## src/rtl/simple_timer.sv

```systemverilog
// rtl/simple_timer.sv - programmable one-shot down-counting timer
//
// Purpose: a preset strobe loads a count value. The block then counts down one step
//          per clock. When the interval expires, time_out pulses high for a single cycle.
//          A load of N at edge k produces the pulse at edge k+N+1.
//
// Ports:
//   clk        - rising-edge clock
//   rst        - asynchronous active-low reset
//   preset     - load strobe, sampled on posedge; each high edge reloads
//   preset_val - count value taken when preset is high
//   time_out   - registered one-cycle expiry pulse
module simple_timer #(
   parameter int WIDTH = 8
) (
   input  logic             clk,
   input  logic             rst,
   input  logic             preset,
   input  logic [WIDTH-1:0] preset_val,
   output logic             time_out
);

   typedef enum logic {
      IDLE  = 1'b0,
      COUNT = 1'b1
   } state_e;

   state_e           state_q, state_d;
   logic [WIDTH-1:0] count_q, count_d;
   logic             time_out_q, time_out_d;

   always_ff @(posedge clk or negedge rst) begin
      if (!rst) begin
         state_q    <= IDLE;
         count_q    <= '0;
         time_out_q <= 1'b0;
      end else begin
         state_q    <= state_d;
         count_q    <= count_d;
         time_out_q <= time_out_d;
      end
   end

   // A load overrides everything on its edge, including an expiry on that same edge.
   // Otherwise the counter holds at zero for one extra edge, and the pulse is raised
   // on that edge. That extra edge gives the N+1 cycle delay.
   always_comb begin
      state_d    = state_q;
      count_d    = count_q;
      time_out_d = 1'b0;
      if (preset) begin
         count_d = preset_val;
         state_d = COUNT;
      end else begin
         case (state_q)
            COUNT: begin
               if (count_q != '0) begin
                  count_d = count_q - WIDTH'(1);
               end else begin
                  time_out_d = 1'b1;
                  state_d    = IDLE;
               end
            end
            default: begin
               state_d = IDLE;
            end
         endcase
      end
   end

   assign time_out = time_out_q;

endmodule

```

## config.mk

```make
export PLATFORM = sky130hd
export DESIGN_NAME = simple_timer
export DESIGN_NICKNAME = d
export VERILOG_FILES = /design/src/rtl/simple_timer.sv
export SDC_FILE = /design/constraint.sdc
export NUM_CORES = 1
export LEC_CHECK = 0
export CORE_AREA = 2 2 39 41
export DETAILED_ROUTE_END_ITERATION = 16
export DIE_AREA = 0 0 41 43
export PLACE_DENSITY = 0.74
export SLEW_MARGIN = 20
export SYNTH_ARGS = -nofsm -noshare
export SYNTH_HDL_FRONTEND = slang
export SYNTH_SLANG_ARGS = --single-unit
```

## constraint.sdc

```tcl
create_clock -name clk -period 2.35 [get_ports clk]
set_input_delay 0.47 -clock clk [delete_from_list [all_inputs] [get_ports clk]]
set_output_delay 0.47 -clock clk [all_outputs]
set_load 0.02 [all_outputs]
```

==> metrics <==
status finished, final reports clean; Post-Layout Cell Count 94; Yosys reg bits 10; Slew Limit Headroom 61.94%; CORE AREA 0.001384 mm2; DP Cell Count 91; internal power 0.0002937 W; CTS root buf clkbuf_4; post-detailed-route count of antenna-violating nets 0; most common cell after layout, fill and taps aside clkdlybuf4s50_1; critical path depth 3; Worst-Skew Late Latency 0.26 ns; clk_skew 0.007930 ns; top cell type by total area after synthesis dfrtp_1; Seq pwr share 51.1%; fraction of layout cells with a size suffix above 1 under 10%; # Max-Cap Violations 0; DR WL/cell roughly 14 um; WS Path Type reg -> reg; crit path DAT 1.98 ns; GRT Total Usage 21.34%; Multi-input gate area 335.3 um2; Die ar. between 0.0015 and 0.002 mm2; fill cell count 134; crit path max fanout 6; most frequent cells in the layout clkdlybuf4s50_1 (11), dfrtp_1 (10), nor2_1 (6); DRT Pass-1 Iters 4; Setup crit end count_q[7]$_DFFE_PN0P_; synthesized area per cell just over 9 um2; Iter 0 DRT Violations 5; initial antenna violation count 0; # hold bufs at CTS 0; Worst VDD drop 0.3362 mV; post-synth cell types 31; leakage power 0.3003 nW; Gate power share 20.9%; sequential area share after synthesis 39.68%; largest net degree at the start of global routing 15; top_reg_cell synth dfrtp_1; yosys warns 0; RSZ-0062 raised after global routing no; number of nets in the layout 93; Setup Buffers After CTS 0; ys async rst share between 90% and 100%; global-route wire length before repair 2511 um; cts repair resizes 0; vias 576; crit-path max cell delay 0.63 ns; Worst R2R End count_q[7]$_DFFE_PN0P_; Yosys top cell area share about two fifths; CP required 2.54 ns; vias in the first global route about 560; Hold Vio Cnt, Final 0; detail-routed via count per cell just over 6; Worst R2R Start count_q[2]$_DFFE_PN0P_; pre-CTS setup slack ~0.48 ns; Hold Crit Class in -> async; clock sink total 10; IO Pins 12; Syn Nets 81; crit end category flop; Storage cell area roughly 250 um2; Die H approximately 43 um; H-tree depth 1; fin crit period 1.789 ns; Syn-to-layout area delta 20.04%; Worst Path Buf+Inv 0; CTS tree built; area of the mapped netlist between 600 and 700 um2; Min Hold Slack 0.5316 ns; Port Buffers 11; slowest CP cell or4b_1; share of the clock period used by the worst path about three quarters; post-detail-place hpwl 947.6 um; max-slew violations 0; setup TNS 0 ns; worst-case clock buffer depth 2; worst-margin pin slew 0.5629 ns; DRC 0; Reg2Reg Depth 3; f_max 558.9 MHz; NetSw 0.0001249 W; register clock-pin slew on the reported worst setup and hold paths 0.07 ns; final core occ between 50% and 60%; final setup margin ~0.56 ns; chip width 41 um; ant diodes 0; clock power share 28.1%; Crit path max-delay family simple AND/OR/NAND/NOR gates; Sw Share 29.83%; grt ovf 0; Power Dens Cells 552.9 mW/mm2; EDFF count, synth 0; row cnt 14; Initial Util ~46%; Worst Setup Start Kind flop; reg2reg setup slack 0.56 ns; CTS buffer count 3; endpoints failing setup 0; synth top area cells dfrtp_1 (40%), or4b_1 (6.3%), a31oi_1 (4.0%); CP Cell Sequence or4b_1, or4_1, a31oi_1; CP startpoint count_q[2]$_DFFE_PN0P_; cells after synthesis just under 70; DRT Wirelength about 1400 um; GPL Wtd Cong 0.7945
-- cell families (layout without fill, tap and decap cells) --
family / after synthesis / in the layout / synth area share, %
AND/OR/NAND/NOR: 29 / 29 / 29.17
adder cells (fa/ha/maj): 2 / 2 / 3.968
buffers and inverters: 9 / 19 / 7.144
AO/OA/AOI/OAI: 18 / 18 / 20.04
flip-flops: 10 / 10 / 39.68
-- worst min-delay path by stage --
stage                           startpoint                endpoint  slack, ns  depth (start not counted)
floorplan                              rst  count_q[0]$_DFFE_PN0P_       0.17                          0
global placement    count_q[0]$_DFFE_PN0P_  count_q[0]$_DFFE_PN0P_       0.58                          2
detailed placement  count_q[0]$_DFFE_PN0P_  count_q[0]$_DFFE_PN0P_       0.58                          2
CTS                                    rst  count_q[7]$_DFFE_PN0P_       0.54                          1
global route                           rst  count_q[7]$_DFFE_PN0P_       0.58                          1
finish                                 rst  count_q[7]$_DFFE_PN0P_       0.53                          1
-- power groups by stage --
stage                     sequential [W]  combinational (W)  clock [W]
final                           0.000214          0.0000873   0.000118
after global routing            0.000218           0.000100   0.000133
after CTS                       0.000213          0.0000886   0.000124
after detailed placement        0.000216          0.0000878          0
after global placement          0.000216          0.0000854          0
after floorplan                 0.000206          0.0000657          0
-- per-stage QoR --
stage                     cell area [um2]  total power (W)
after floorplan                     630.6        0.0002717
after global placement              734.5        0.0003013
after detailed placement            734.5        0.0003040
after CTS                           757.0        0.0004256
after global routing                757.0        0.0004508
final                               757.0        0.0004186
-- layer usage --
| metal | vias up | routed length [um] | part of all wire (%) | track usage [%] |
|---|---|---|---|---|
| li1 | 285 | - | - | - |
| met1 | 276 | 627 | 46 | 30.77 |
| met2 | 13 | 647 | 48 | 29.38 |
| met3 | 2 | 67 | 4.9 | 3.141 |
| met4 | 0 | 19 | 1.4 | 12.00 |
| met5 | - | 0 | 0 | 0 |
-- state kept, by name, summed over array words and instances (netlist names) --
signal	flops
state_q	1
count_q	8
time_out	1
-- cell usage after synthesis, types with 2 or more instances --
library cell	instances
nor3b_1	2
nand2_1	2
nand4_1	2
clkbuf_1	2
o21ai_0	3
o41ai_1	2
nor2b_1	2
nand3_1	3
inv_1	5
a21oi_1	3
nor2_1	6
dfrtp_1	10
ha_1	2
or4b_1	4
a31oi_1	4
-- final cells by class --
cell class | instances | area share [%]
Multi-Input combinational cell | 49 | 44.30
Sequential cell | 10 | 33.06
Timing Repair Buffer | 11 | 14.55
Clock buffer | 3 | 2.975
Tap cell | 16 | 2.645
Inverter | 5 | 2.479
Power figures use the tool's default switching activity.
